### src/rtl/elastic_pipe_reg_pkg.sv
// Shared definitions for the elastic pipeline register: default word width,
// per-stage state encoding and the occupancy counter width helper.
package elastic_pipe_reg_pkg;

   localparam int unsigned WORD_SIZE = 32;

   typedef enum logic [1:0] {
      StEmpty,
      StFull,
      StSkid
   } stage_state_e;

   // Counter must represent 0..2*depth inclusive.
   function automatic int unsigned occ_width(input int unsigned depth);
      return $clog2(2 * depth + 1);
   endfunction

endpackage

### src/rtl/elastic_pipe_reg_skid_stage.sv
// One elastic stage: a main register plus a skid register, so the upstream
// ready is a pure register output and never depends on dn_ready.
module skid_stage
   import elastic_pipe_reg_pkg::*;
#(
   parameter int unsigned      WIDTH       = WORD_SIZE,
   parameter logic [WIDTH-1:0] RESET_VALUE = '0
) (
   input  logic             clk,
   input  logic             reset,
   input  logic             flush,
   input  logic             up_valid,
   output logic             up_ready,
   input  logic [WIDTH-1:0] up_data,
   output logic             dn_valid,
   input  logic             dn_ready,
   output logic [WIDTH-1:0] dn_data
);

   stage_state_e     state_q;
   logic [WIDTH-1:0] main_q;
   logic [WIDTH-1:0] skid_q;
   logic             acc;
   logic             take;

   assign up_ready = (state_q != StSkid);
   assign dn_valid = (state_q != StEmpty);
   assign dn_data  = main_q;

   assign acc  = up_valid & up_ready;
   assign take = dn_valid & dn_ready;

   // up_data is only captured on acc, so junk on an idle bus never lands in state.
   always_ff @(posedge clk) begin
      if (reset || flush) begin
         state_q <= StEmpty;
         main_q  <= RESET_VALUE;
         skid_q  <= RESET_VALUE;
      end else begin
         unique case (state_q)
            StEmpty: begin
               if (acc) begin
                  state_q <= StFull;
                  main_q  <= up_data;
               end
            end
            StFull: begin
               if (acc && take) begin
                  main_q <= up_data;
               end else if (acc) begin
                  state_q <= StSkid;
                  skid_q  <= up_data;
               end else if (take) begin
                  state_q <= StEmpty;
               end
            end
            StSkid: begin
               if (take) begin
                  state_q <= StFull;
                  main_q  <= skid_q;
               end
            end
            default: state_q <= StEmpty;
         endcase
      end
   end

endmodule

### src/rtl/elastic_pipe_reg.sv
// DEPTH-stage elastic pipeline register with valid/ready handshake, flush and
// an occupancy counter covering every main and skid slot.
module elastic_pipe_reg
   import elastic_pipe_reg_pkg::*;
#(
   parameter int unsigned      WIDTH       = WORD_SIZE,
   parameter int unsigned      DEPTH       = 2,
   parameter logic [WIDTH-1:0] RESET_VALUE = '0
) (
   input  logic                         clk,
   input  logic                         reset,
   input  logic                         flush,
   input  logic                         in_valid,
   output logic                         in_ready,
   input  logic [WIDTH-1:0]             in_data,
   output logic                         out_valid,
   input  logic                         out_ready,
   output logic [WIDTH-1:0]             out_data,
   output logic [occ_width(DEPTH)-1:0]  occupancy
);

   localparam int unsigned      OCC_W   = occ_width(DEPTH);
   localparam logic [OCC_W-1:0] OCC_MAX = OCC_W'(2 * DEPTH);

   logic [DEPTH:0]   chain_valid;
   logic [DEPTH:0]   chain_ready;
   logic [WIDTH-1:0] chain_data [DEPTH+1];
   logic [OCC_W-1:0] occ_q;
   logic             in_xfer;
   logic             out_xfer;

   assign chain_valid[0]     = in_valid;
   assign chain_data[0]      = in_data;
   assign in_ready           = chain_ready[0];
   assign out_valid          = chain_valid[DEPTH];
   assign out_data           = chain_data[DEPTH];
   assign chain_ready[DEPTH] = out_ready;

   for (genvar i = 0; i < DEPTH; i++) begin : g_stage
      skid_stage #(
         .WIDTH       (WIDTH),
         .RESET_VALUE (RESET_VALUE)
      ) u_stage (
         .clk      (clk),
         .reset    (reset),
         .flush    (flush),
         .up_valid (chain_valid[i]),
         .up_ready (chain_ready[i]),
         .up_data  (chain_data[i]),
         .dn_valid (chain_valid[i+1]),
         .dn_ready (chain_ready[i+1]),
         .dn_data  (chain_data[i+1])
      );
   end

   assign in_xfer   = in_valid & in_ready;
   assign out_xfer  = out_valid & out_ready;
   assign occupancy = occ_q;

   // A flushed input handshake is killed, so flush simply zeroes the count.
   always_ff @(posedge clk) begin
      if (reset || flush) begin
         occ_q <= '0;
      end else begin
         assert (!(in_xfer && !out_xfer && occ_q == OCC_MAX));
         assert (!(out_xfer && !in_xfer && occ_q == '0));
         unique case ({in_xfer, out_xfer})
            2'b10:   occ_q <= occ_q + OCC_W'(1);
            2'b01:   occ_q <= occ_q - OCC_W'(1);
            default: occ_q <= occ_q;
         endcase
      end
   end

endmodule

### config.mk
export PLATFORM = sky130hd
export DESIGN_NAME = elastic_pipe_reg
export DESIGN_NICKNAME = d
export VERILOG_FILES = /design/src/rtl/elastic_pipe_reg_pkg.sv /design/src/rtl/elastic_pipe_reg_skid_stage.sv /design/src/rtl/elastic_pipe_reg.sv
export SDC_FILE = /design/constraint.sdc
export NUM_CORES = 1
export LEC_CHECK = 0
export ABC_AREA = 1
export CAP_MARGIN = 20
export CORE_ASPECT_RATIO = 0.5
export CORE_MARGIN = 1.5
export CORE_UTILIZATION = 56
export DETAILED_ROUTE_END_ITERATION = 10
export PLACE_DENSITY = 0.79
export REMOVE_ABC_BUFFERS = 1
export SYNTH_ARGS = -nofsm -noshare
export SYNTH_HDL_FRONTEND = slang
export SYNTH_SLANG_ARGS = --single-unit
### constraint.sdc
create_clock -name clk -period 2.3 [get_ports clk]
set_clock_uncertainty 0.2 [all_clocks]
set_input_delay 0.345 -clock clk [delete_from_list [all_inputs] [get_ports clk]]
set_output_delay 0.345 -clock clk [all_outputs]
set_load 0.01 [all_outputs]
# After elaboration in Yosys (flattened, before gate mapping)
# Cells that the tools add are included.
# op_classes
reduce_logical,16
multipliers,0
n_addsub,2
shifts,0
n_bitwise,5
n_lt_le_gt_ge,0
eq_ne,18
div,0
mux,20
# ops
operator,count
$mux W32,6
$pmux W32 S3,2
$mux W2,9
$reduce_and A4 Y1,4
$pmux W2 S3,2
$ne A2 B1 Y1 const B,5
$ne A2 B2 Y1 const B,5
$eq A2 B1 Y1 const B,3
$eq A2 B2 Y1 const B,3
$pmux W3 S2,1
$reduce_and A3 Y1,2
$reduce_bool A2 Y1,3
$reduce_bool A3 Y1,2
$logic_not A2 Y1,2
$add A3 B1 Y3 const B,1
$and A1 B1 Y1,3
$ne A3 B1 Y1 const B,1
$ne A3 B2 Y1 const B,1
$sub A3 B1 Y3 const B,1
$logic_and A1 B1 Y1,2
$not A1 Y1,2
$logic_or A1 B1 Y1,1
# word_totals
ramBits,0
latch_bits,0
memories,0
output_inout_bits,37
reg_bits,135
rom_bits,0
elab_cells,68

# Logic depth before layout (Yosys ltp)
# logic_depth
depth_word,6
ltp_mapped,11
depth_no_buf,10

# Modules after synthesis
# A second synthesis with hierarchy kept.
# hier_totals
hier_cells,966
area_unflattened_um2,6127.1
# by_module_without_submodules
mod,seq_area_each_um2,cells_per_inst,instances,area_each_um2
skid_stage,1321.3,470,2,2971.6
elastic_pipe_reg,60.1,26,1,183.9

# Worst setup path before layout
# OpenSTA, ideal clock, no wires.
# synth_timing
path_kind,register to register
start,register g_stage[1].u_stage.state_q[1]
end,register occ_q[2] (netlist: occupancy[2])
stages_incl_launch_ff,9
setup_time_ns,0.115
arrival_ns,1.556
setup_slack_ns,0.429
path_cell_list,dfxtp_1 -> nor2_1 -> nor2_1 -> nand2_1 -> inv_1 -> fa_1 -> nand3b_1 -> a21oi_1 -> nor2_1
# synth_between
elab_chain_cells,4
# synth_rtl
element,line,text
from (decl),elastic_pipe_reg_skid_stage.sv:20,stage_state_e state_q;
from (signal assigned),elastic_pipe_reg_skid_stage.sv:36,state_q <= StEmpty;
from (signal assigned),elastic_pipe_reg_skid_stage.sv:43,state_q <= StFull;
from (signal assigned),elastic_pipe_reg_skid_stage.sv:51,state_q <= StSkid;
$reduce_bool A2 Y1 *,elastic_pipe_reg_skid_stage.sv:27,assign dn_valid = (state_q != StEmpty);
$and A1 B1 Y1 *,elastic_pipe_reg.sv:57,assign out_xfer = out_valid & out_ready;
$eq A2 B1 Y1 / $eq A2 B2 Y1 (equally long branches),elastic_pipe_reg.sv:67,"unique case ({in_xfer, out_xfer})"
$pmux W3 S2 / $reduce_bool A2 Y1 (equally long branches),--,
to (signal assigned),elastic_pipe_reg.sv:68,2'b10: occ_q <= occ_q + OCC_W'(1);
to (signal assigned),elastic_pipe_reg.sv:69,2'b01: occ_q <= occ_q - OCC_W'(1);
to (signal assigned),elastic_pipe_reg.sv:70,default: occ_q <= occ_q;
to (decl),elastic_pipe_reg.sv:28,logic [OCC_W-1:0] occ_q;
# Every way passes the cells marked *; elsewhere a longest branch is shown, timed or not.
# A chain may end at the register's enable or synchronous reset.

# Worst setup path in the final report
# layout_timing
start,register g_stage[1].u_stage.state_q[1]
end,output port out_valid
# layout_between
elab_chain_cells,1
# layout_rtl
element,line,text
$reduce_bool A2 Y1,elastic_pipe_reg_skid_stage.sv:27,
to (decl),elastic_pipe_reg.sv:16,"output logic out_valid,"
# No other way between the ends.

==> impl_metrics.py <==
metrics = {
    "timing": {
        "finalMaxSlewViolations": 0,
        "whs_ns": 0.242,
        "setup_slack_ns": 0.154,
        "hold_viol_final": 0,
        "setup_violations": 0,
        "rsz0062_at_grt": "false",
        "fmax_mhz": 466,
        "fin_crit_ns": 2.15,
        "relSlewSlack_pct": 63.7,
        "worst_slew_pin_slew_ns": 0.543,
        "period_share_pct": 93.3,
    },
    "finish": {
        "multi_input_area_sq_mm": 0.00279,
        "n_antenna_cell": 0,
        "drive_above_1_share_pct": 7.39,
        "nets": 999,
        "fin_area_sq_mm": 0.00759,
        "regArea_sq_mm": 0.00270,
        "areaGrowthSynthToFinish_pct": 19.8,
        "fill_cells": 925,
    },
    "power_and_ir_drop": {
        "power.density_mw_per_mm2": 726,
        "switchingPower_mw": 1.29,
        "p_clk_share_pct": 46.7,
        "switching_share_pct": 23.4,
        "p_comb_share_pct": 9.3,
        "seqPwrFrac_pct": 44.0,
        "cellLeakagePower_nw": 3.40,
        "p_int_mw": 4.22,
        "peakVddDrop_uv": 456,
    },
    "synth": {
        "syn_inst": 937,
        "post-synth-top-count-cell": "nand2_1",
        "synth_ff_type": "dfxtp_1",
        "yosys.area.top_type": "dfxtp_1",
        "ys_seq_area_share_pct": 42.7,
        "ys_async_sr_fraction_pct": 0,
        "synth_common_cells": "nand2_1, nor2_1, dfxtp_1, o21ai_0, inv_1",
        "synth_seq_cells": 135,
        "yosysWarnings": 0,
        "synth_edf_count": 0,
        "synth.distinct_cells": 22,
        "synth_area_sq_mm": 0.00633,
        "ys_top_cells_by_area": "dfxtp_1, nand2_1, nor2_1, o21ai_0, a21oi_1",
        "synth.top_cell.area_share_pct": 42.7,
        "avgSynthCellArea_sq_um": 6.76,
    },
    "cts": {
        "cts_hold_buf": 0,
        "clk_path_buf_depth": 2,
        "cts_tree": "built",
        "root_buffer": "clkbuf_16",
        "cts_buffers": 17,
        "clkSinkCount": 135,
        "clk_latency_ns": 0.41,
        "clk_pin_slew_worst_paths_ns": 0.06,
        "htree_levels": 4,
    },
    "placement": {
        "post_dp_cell_area_sq_mm": 0.00702,
        "hpwl_mm": 8.75,
        "numPortBuffers": 73,
        "routabilityCongestion": 0.837,
        "pre_cts_ws_ns": 0.112,
    },
    "route": {
        "post_drt_wl_per_cell_um": 13.0,
        "vias": 5807,
        "drc": 0,
        "dr.pass1.iters": 7,
        "routed_wl_mm": 14.5,
        "vias_per_cell": 5.19,
        "first_iter_violations": 413,
        "ant_nets": 0,
    },
    "global_routing": {
        "grt_max_degree": 66,
        "use_met3_pct": 6.18,
        "met2_usage_pct": 43.3,
        "grt_busiest_layer": "met2",
        "first_global_vias": 5457,
        "grt_pass1_wl_mm": 24.7,
        "grt-ovfl-total": 0,
        "groute.usage.overall_pct": 25.5,
        "grt_use_met1_pct": 32.4,
        "antenna_found_initial": 0,
    },
    "job": {
        "drv_cap": 0,
    },
    "worst_setup_path": {
        "critPathMaxStageDelay_ns": 0.48,
        "cp-start-kind": "flop",
        "crit_path_top_delay_cell": "clkdlybuf4s50_1",
        "cp_data_required_time_ns": 1.75,
        "end_kind": "primary output",
        "path_cells": "nor2_2 > inv_1 > clkdlybuf4s50_1",
        "critPathMaxFanout": 5,
        "crit_type": "reg2out",
        "crit_arrival_ns": 1.60,
        "rrSetupSlack_ns": 0.19,
    },
    "floorplanning": {
        "die_x_um": 153,
        "io_pins": 74,
        "fp.coreArea_sq_mm": 0.0110,
        "start_util_pct": 57.5,
        "dieArea_sq_mm": 0.0120,
        "rows": 27,
        "die_h_um": 78.2,
    },
    "worst_hold_path": {
        "hp-class": "reg2reg",
    },
    "run_status": {
        "status": "finished clean",
    },
}
-- registers in the layout, indices dropped and copies added, names as in the netlist --
register,flops
g_stage.u_stage.state_q,4
g_stage.u_stage.skid_q,64
occupancy,3
g_stage.u_stage.dn_data,64
-- worst paths after layout --
check,startpoint,end,depth (start not counted)
setup / recovery,g_stage[1].u_stage.state_q[1]$_SDFFE_PP0P_,out_valid,3
hold / removal,g_stage[1].u_stage.skid_q[26]$_SDFFE_PP0P_,g_stage[1].u_stage.skid_q[26]$_SDFFE_PP0P_,2
setup reg to reg,g_stage[0].u_stage.state_q[0]$_SDFFE_PP0P_,g_stage[0].u_stage.dn_data[19]$_SDFFE_PP0P_,10
hold reg to reg,g_stage[1].u_stage.skid_q[26]$_SDFFE_PP0P_,g_stage[1].u_stage.skid_q[26]$_SDFFE_PP0P_,2
-- kinds of logic (layout without fill, tap and decap cells) --
family	count (synthesis)	in the layout	synth area share, %
flip-flops	135	135	42.7
adder cells (fa/ha/maj)	1	1	0.316
AND/OR/NAND/NOR	460	460	30.2
buffers and inverters	177	214	13.6
AO/OA/AOI/OAI	164	164	13.2
-- cell type report --
class	instances	area share, %
Multi-Input combinational cell	625	36.7
Inverter	83	4.11
Clock inverter	8	0.940
Sequential cell	135	35.6
Clock buffer	24	6.48
Tap cell	145	2.39
Timing Repair Buffer	99	13.7
-- routing by layer --
| layer | vias up | routed length [um] |
|---|---|---|
| li1 | 2950 | - |
| met1 | 2648 | 6780 |
| met2 | 185 | 6690 |
| met3 | 24 | 887 |
| met4 | 0 | 175 |
| met5 | - | 0 |
-- metrics by stage --
stage	instances	utilization [%]	power, mW	setup TNS (ns)
5_1_grt	1119	68.9	5.72	0
3_3_place_gp	1087	63.7	2.97	0
3_5_place_dp	1087	63.7	2.98	0
4_1_cts	1119	68.9	5.53	0
2_1_floorplan	843	-	2.75	-107.31
6_report	1119	68.9	5.51	0
-- what timing repair did --
| action | in CTS | in global routing |
|---|---|---|
| resized for setup | 0 | 1 |
| endpoints found under the hold margin | 0 | 0 |
| buffers inserted | 0 | 0 |
| endpoints found under the setup margin | 0 | 1 |
-- layout by cell type, fill, tap and decap left out --
master / n
nand3b_1: 29
clkbuf_16: 17
o21ai_0: 96
bufinv_16: 1
nand4_1: 1
nand3_2: 1
o22ai_4: 1
buf_12: 9
nand2_4: 1
inv_1: 79
a21oi_1: 62
buf_4: 17
clkbuf_8: 4
clkdlybuf4s50_1: 73
nand3_1: 40
clkinvlp_4: 1
nor2_1: 171
clkbuf_1: 3
clkinv_2: 5
fa_1: 1
dfxtp_2: 1
dfxtp_1: 134
nand2_2: 5
inv_2: 4
clkinv_4: 1
a21boi_0: 1
nor2_4: 1
nor2_2: 3
nand2_1: 208
o21ai_1: 4
-- power by group through the flow --
stage / clock network [mW] / logic [mW] / registers, mW
after global placement: 0 / 0.495 / 2.47
after detailed placement: 0 / 0.504 / 2.47
after global routing: 2.71 / 0.576 / 2.43
final: 2.57 / 0.513 / 2.42
after CTS: 2.60 / 0.512 / 2.42
after floorplan: 0 / 0.276 / 2.47
-- worst max-delay path: cells and delay by family (launching register included) --
kind / cells / cell delay [ns]
buffers and inverters: 2 / 0.55
DFF: 1 / 0.37
and+or+nand+nor: 1 / 0.26
No activity file was read; power rests on OpenSTA's default activity.
